==> config.mk <==
export PLATFORM = sky130hd
export DESIGN_NAME = fetch1
export DESIGN_NICKNAME = d
export VERILOG_FILES = /design/src/rtl/fetch1_pkg.sv /design/src/rtl/fetch1.sv
export SDC_FILE = /design/constraint.sdc
export NUM_CORES = 1
export LEC_CHECK = 0
export CELL_PAD_IN_SITES_DETAIL_PLACEMENT = 1
export CELL_PAD_IN_SITES_GLOBAL_PLACEMENT = 2
export CORE_AREA = 2 2 155 112
export DETAILED_ROUTE_END_ITERATION = 10
export DIE_AREA = 0 0 157 114
export HOLD_SLACK_MARGIN = 0.05
export PLACE_DENSITY_LB_ADDON = 0.08
export SETUP_SLACK_MARGIN = 0.3
export SLEW_MARGIN = 20
export SYNTH_ARGS = -nofsm -noshare
export SYNTH_HDL_FRONTEND = slang
export SYNTH_SLANG_ARGS = --single-unit
==> constraint.sdc <==
create_clock -name clock_i -period 2.2 [get_ports clock_i]
set_input_delay 0.22 -clock clock_i [delete_from_list [all_inputs] [get_ports clock_i]]
set_output_delay 0.22 -clock clock_i [all_outputs]
set_load 0.1 [all_outputs]
==> src/rtl/fetch1_pkg.sv <==
// Shared front-end constants and the fetch1 state encoding.
package fetch1_pkg;

    localparam logic [31:0] RESET_PC_DEFAULT = 32'h0000_0000;
    localparam int unsigned INST_W           = 32;
    localparam int unsigned PACKET_W         = 64;
    localparam int unsigned FETCH_STRIDE     = 8;

    typedef enum logic [1:0] {
        IDLE  = 2'd0,
        RUN   = 2'd1,
        REDIR = 2'd2
    } fetch_state_e;

    // Fetch addresses are always word aligned; low two bits are dropped.
    function automatic logic [INST_W-1:0] align_word(input logic [INST_W-1:0] a);
        return a & ~INST_W'(3);
    endfunction

endpackage

==> src/rtl/fetch1.sv <==
// First fetch stage: owns the fetch PC, sequences start-up, prediction,
// stall and redirect, and produces the side-band that travels with each packet.
module fetch1
    import fetch1_pkg::*;
#(
    parameter logic [31:0] RESET_PC = RESET_PC_DEFAULT
) (
    input  logic              clock_i,
    input  logic              resetn_i,
    input  logic              stall_i,
    input  logic              branch_mispred_i,
    input  logic              wasnt_branch_i,
    input  logic [INST_W-1:0] redirect_pc_i,
    input  logic              pred_0_i,
    input  logic              pred_1_i,
    input  logic [INST_W-1:0] pred_target_i,
    output logic [INST_W-1:0] iaddr_o,
    output logic              ireq_o,
    output logic [INST_W-1:0] pc_o,
    output logic              bubble_1_o,
    output logic              pred_0_o,
    output logic              pred_1_o
);

    fetch_state_e      state_q, state_d;
    logic [INST_W-1:0] pc_q, pc_d;
    logic [INST_W-1:0] tgt_q, tgt_d;
    logic [INST_W-1:0] pc_out_d;
    logic              ireq_d;
    logic              bubble_1_d;
    logic              pred_0_d;
    logic              pred_1_d;
    logic              redirect_c;

    assign redirect_c = branch_mispred_i | wasnt_branch_i;
    assign iaddr_o    = pc_q;

    // Next-state, next-PC and side-band selection; redirect beats stall and prediction.
    always_comb begin
        state_d    = state_q;
        pc_d       = pc_q;
        tgt_d      = tgt_q;
        pc_out_d   = pc_o;
        bubble_1_d = 1'b0;
        pred_0_d   = 1'b0;
        pred_1_d   = 1'b0;

        unique case (state_q)
            IDLE: begin
                if (redirect_c) begin
                    tgt_d   = align_word(redirect_pc_i);
                    state_d = REDIR;
                end else begin
                    pc_d    = RESET_PC;
                    state_d = RUN;
                end
            end
            RUN: begin
                if (redirect_c) begin
                    tgt_d   = align_word(redirect_pc_i);
                    state_d = REDIR;
                end else if (stall_i) begin
                    bubble_1_d = bubble_1_o;
                    pred_0_d   = pred_0_o;
                    pred_1_d   = pred_1_o;
                end else begin
                    pc_out_d   = pc_q;
                    bubble_1_d = pred_0_i;
                    pred_0_d   = pred_0_i;
                    pred_1_d   = pred_1_i & ~pred_0_i;
                    if (pred_0_i | pred_1_i) begin
                        pc_d = align_word(pred_target_i);
                    end else begin
                        pc_d = pc_q + INST_W'(FETCH_STRIDE);
                    end
                end
            end
            REDIR: begin
                if (redirect_c) begin
                    tgt_d = align_word(redirect_pc_i);
                end else begin
                    pc_d    = tgt_q;
                    state_d = RUN;
                end
            end
            default: state_d = IDLE;
        endcase

        ireq_d = (state_d == RUN);
    end

    always_ff @(posedge clock_i or negedge resetn_i) begin
        if (!resetn_i) begin
            state_q    <= IDLE;
            pc_q       <= RESET_PC;
            tgt_q      <= '0;
            ireq_o     <= 1'b0;
            pc_o       <= '0;
            bubble_1_o <= 1'b0;
            pred_0_o   <= 1'b0;
            pred_1_o   <= 1'b0;
        end else begin
            state_q    <= state_d;
            pc_q       <= pc_d;
            tgt_q      <= tgt_d;
            ireq_o     <= ireq_d;
            pc_o       <= pc_out_d;
            bubble_1_o <= bubble_1_d;
            pred_0_o   <= pred_0_d;
            pred_1_o   <= pred_1_d;
        end
    end

endmodule

## Word level (Yosys, flattened, before mapping)

Index checks and enable logic that the tools add are counted.

| storage, ports and cells | value |
|---|---|
| output and inout bits | 68 |
| bits of input ports | 71 |
| logic and storage cells | 44 |
| register bits after elaboration | 99 |

| operators by class | value |
|---|---|
| mux-type cells | 16 |
| bitwise operators | 6 |
| equal/unequal tests | 8 |
| reduce and logical (&&, ||, !) cells | 6 |
| add/sub/neg operators | 1 |

Operators with widths:

| operator | count |
|---|---|
| 32-bit two-way mux | 5 |
| 32-bit case mux with 3 select lines | 1 |
| 32-bit by 4-bit adder with 32-bit output (second input constant) | 1 |
| 2-bit != test (second input constant) | 4 |
| 1-bit two-way mux | 6 |
| 2-bit two-way mux | 3 |
| 2-bit case mux with 3 select lines | 1 |
| 5-bit AND reduction | 1 |
| 2-bit by 1-bit == test with 1-bit output (second input constant) | 2 |
| 3-bit != test (second input constant) | 1 |
| 1-bit NOT | 3 |
| 3-bit AND reduction | 1 |
| 3-bit nonzero test | 1 |
| 3-bit OR reduction | 1 |
| 2-bit == test (second input constant) | 1 |
| 2-bit logical NOT | 1 |
| 1-bit bitwise OR | 2 |
| 2-bit AND reduction | 1 |
| 1-bit bitwise AND | 1 |

## Logic depth before layout (Yosys ltp)

| logic depth | value |
|---|---|
| depth after elaboration | 5 |
| depth in mapped cells | 9 |
| gate-level depth less buffers | 7 |

## Worst setup path after synthesis

Ideal clock, no wire load.

| timing path | value |
|---|---|
| kind | flip-flop to flip-flop |
| start | register pc_q[5] (netlist: iaddr_o[5]) |
| end | register pc_q[30] (netlist: iaddr_o[30]) |
| path slack | -412 ps |
| stages on the path, launching flop included | 8 |
| setup time | 129 ps |
| data arrival time | 2483 ps |
| cells stage by stage | dfrtp_1 > buf_6 > nand3_4 > or4_4 > buf_6 > nor4_4 > mux2i_1 > nand3_1 |

| on the way | value |
|---|---|
| cells in the longest elaborated chain, start to end | 5 |

RTL lines:

| what | RTL line | text |
|---|---|---|
| from (decl) | fetch1.sv:26 | `logic [INST_W-1:0] pc_q, pc_d;` |
| from (signal assigned) | fetch1.sv:104 | `pc_q <= pc_d;` |
| 32-bit by 4-bit adder with 32-bit output | fetch1.sv:74 | `pc_d = pc_q + INST_W'(FETCH_STRIDE);` |
| 32-bit two-way mux | fetch1.sv:71 | `if (pred_0_i \| pred_1_i) begin` |
| 32-bit two-way mux | fetch1.sv:62 | `end else if (stall_i) begin` |
| 32-bit two-way mux | fetch1.sv:59 | `if (redirect_c) begin` |
| 32-bit case mux with 3 select lines | fetch1.sv:48 | `unique case (state_q)` |

No other way between the ends. The select of a mux whose other input is x is not followed.
A chain may end at the register's enable or synchronous reset.

## Worst setup path in the final report

| timing path | value |
|---|---|
| start | register state_q[0] |
| end | register pc_q[21] (netlist: iaddr_o[21]) |

| on the way | value |
|---|---|
| cells in the longest elaborated chain, start to end | 3 |
| elaborated cells on any way between the ends | 10 |
| those cells by class | eq/ne: 6; mux: 1; reduce/logical: 3 |

RTL lines:

| what | RTL line | text |
|---|---|---|
| from (decl) | fetch1.sv:25 | `fetch_state_e state_q, state_d;` |
| from (signal assigned) | fetch1.sv:103 | `state_q <= state_d;` |
| 2-bit by 1-bit == test with 1-bit output (tied with other cells) | fetch1.sv:48 |  |
| 2-bit != test (no source line) / 3-bit nonzero test (equally long branches) | n/a |  |
| 5-bit AND reduction (no source line) | n/a |  |

Parallel ways exist; a longest one is shown, timed or not.

==> reports/results.ini <==
[critical_path]
critPathLaunchType = flop
crit_fanout = 6
critical_path_arrival_ns = 2.18
path_class = reg -> reg
cp.required_ns = 2.43
cp-end-kind = flop
reg2reg_depth = 8

[layout]
drive_above_1_share = 0.435
diodes = 0
final_cell_mix = 105 x buf_4, 71 x dfrtp_1, 65 x clkdlybuf4s50_1
nets = 692
layout_commonest_cell = buf_4
utilization = 0.439
syn2layout_area_growth_pct = 50.5
fill_cells = 1798

[placed_design]
globalplace.congestion = 0.756
pre_cts_ws_ns = -0.118
io_buffers = 130
dp_hpwl_um = 11300

[cts]
cts.sinks = 95
cts.clk_slew.worst_paths_ns = 0.07
clock-root-buffer = clkbuf_16
clock_path_buffers = 2
cts_buffers = 9
clock_latency_ns = 0.35
cts_tree = built
h-tree-depth = 3

[logic_synthesis]
synth_seq_cells = 95
synth_warnings = 0
syn_avg_cell_area_um2 = 10.9
synth_edf_count = 0
synthArstFlopShare = 1.00
synthesis.area_mm2 = 0.00483
ys_seq_area_frac = 0.492
syn_inst = 442
synth_cell_types = 55
ys.flop_type = dfrtp_1

[timing]
setup_viol = 0
skew_ns = 0.00713
fin_crit_sh = 0.885
layout_min_cycle_time_ns = 1.95
setup_ws_ns = 0.254
hold_violations = 0
rsz0062_at_grt = yes
drv_slew = 0
fmax_mhz = 514

[route]
wirelength_um = 16600
drcViolationCount = 0
dr.first_iter.drc_count = 120
first_pass_iters = 4
ant_nets = 0
wl_per_cell_um = 19.5
via_per_inst = 4.88
num_vias = 4161

[power]
clkPwrFrac = 0.166
ir_drop_v = 0.000821
swShare = 0.493
switchingPower_mw = 5.11
combPwrFrac = 0.570
p_int_mw = 5.25
p_leak_nw = 3.10
p_per_area_mw_per_mm2 = 1430
seqPwrFrac = 0.264

[die]
floorplan.initialDensity = 0.291
io_pins = 139
die-width_um = 157
rows = 40
dieArea_mm2 = 0.0179
core_area_mm2 = 0.0166
chipHeight_um = 114

[grt]
grt_pass1_wl_um = 25600
grt_start_max_net_pins = 53
grt_antenna_before_repair = 0
grt_pass1_vias = 4483
grt_usage = 0.191
grt-ovfl-total = 0

[flow_run]
cap_viol_max_count = 0

[run_status]
status = finished, final reports clean

[hold_path]
hold_path.class = in -> async

-- timing repair --
action | 4_1_cts | 5_1_grt
pin swaps | 5 | 19
endpoints found under the setup margin | 26 | 57
hold endpoints to repair | 16 | 0
buffers inserted | 16 | 15
gates cloned | 0 | 2
resized for setup | 28 | 20
hold buffers | 1 | 0
-- sequential cells by signal, indices dropped and copies added (netlist names) --
name and cells:
pred_0_o 1, iaddr_o 30, pred_1_o 1, tgt_q 30, pc_o 30, state_q 2, ireq_o 1
-- per-stage QoR --
step / TNS [ns] / total power [mW] / hold slack, ns / std cells / area [µm²]
CTS: 0 / 10.1 / 0.295 / 835 / 7020
global route: 0 / 10.9 / 0.310 / 852 / 7270
floorplan: 0 / 6.40 / -0.0756 / 445 / 4940
detailed placement: -0.715 / 7.90 / 0.122 / 802 / 6460
finish: 0 / 10.4 / 0.289 / 852 / 7270
global placement: -0.198 / 7.80 / 0.118 / 802 / 6460
-- kinds of logic after synthesis --
| group | after synthesis | share of synthesized area |
|---|---|---|
| and+or+nand+nor | 126 | 0.142 |
| DFF | 95 | 0.492 |
| AOI/OAI and AO/OA | 94 | 0.123 |
| muxes | 65 | 0.150 |
| buffers and inverters | 37 | 0.0446 |
| xor gates and xnor gates | 19 | 0.0345 |
| adders and majority gates | 5 | 0.0130 |
| other | 1 | 0.000777 |
-- metal layers --
layer | routed length (µm) | global-route usage | part of all wire
met3 | 673 | 0.0391 | 0.041
met4 | 149 | 0.0483 | 0.0090
met1 | 8020 | 0.265 | 0.48
met2 | 7770 | 0.304 | 0.47
met5 | 0 | 0 | 0
-- critical path, stage by stage, from the launching register on --
cell      delay, ns
dfrtp_1        0.41
buf_6          0.14
ha_4           0.17
buf_6          0.11
a211o_1        0.34
buf_12         0.16
buf_6          0.15
a221oi_2       0.25
o21ai_1        0.10
-- cells in the mapped netlist, types with 2 or more instances --
library cell	n	area (µm²)
a32oi_1	3	26.3
mux2_2	60	676
clkbuf_1	10	37.5
clkbuf_8	2	27.5
nor3_1	8	40.0
and2_1	2	12.5
buf_4	6	45.0
nor2_1	27	101
a31oi_1	3	18.8
nand2_1	30	113
buf_2	5	25.0
or3_1	3	18.8
xor2_1	9	78.8
a22oi_1	5	37.5
a31o_2	2	17.5
ha_1	5	62.6
a211o_1	2	17.5
and3_1	15	93.8
dfrtp_1	95	2380
mux2i_1	5	50.1
or2_2	3	18.8
o22ai_1	4	25.0
buf_6	3	33.8
nand3_1	15	75.1
inv_1	7	26.3
xnor2_1	10	87.6
o21ai_1	3	15.0
buf_1	3	11.3
nand4_1	8	50.1
a221oi_1	10	87.6
o21ai_0	32	160
nor4_1	2	12.5
nor3b_1	4	30.0
a21oi_1	20	100
-- final timing paths --
check | startpoint | endpoint | slack (ns)
worst min register to register | pc_o[3] | pc_o[3] | 0.51
min in group clock_i | redirect_pc_i[15] | tgt_q[15] | 0.48
worst min-delay path | resetn_i | pc_o[2] | 0.29
worst max-delay path | state_q[0] | iaddr_o[21] | 0.25
max in group asynchronous | resetn_i | iaddr_o[18] | 1.20
worst max register to register | state_q[0] | iaddr_o[21] | 0.25
-- power by group through the flow --
stage / clock network [mW] / logic, mW / registers (mW)
global route: 1.86 / 6.20 / 2.82
global placement: 0 / 5.05 / 2.76
detailed placement: 0 / 5.11 / 2.79
floorplan: 0 / 1.41 / 5.00
CTS: 1.79 / 5.51 / 2.76
finish: 1.72 / 5.91 / 2.73
-- layout make-up --
type	count	area [µm²]	share of cell area
inverter	7	26.3	0.00362
clock inverter	6	92.6	0.0127
sequential	95	2450	0.337
tap	231	289	0.0398
timing repair buffer	190	1760	0.242
clock buffer	10	229	0.0315
multi-input combinational	313	2420	0.333
(Power assumes the default switching activity.)
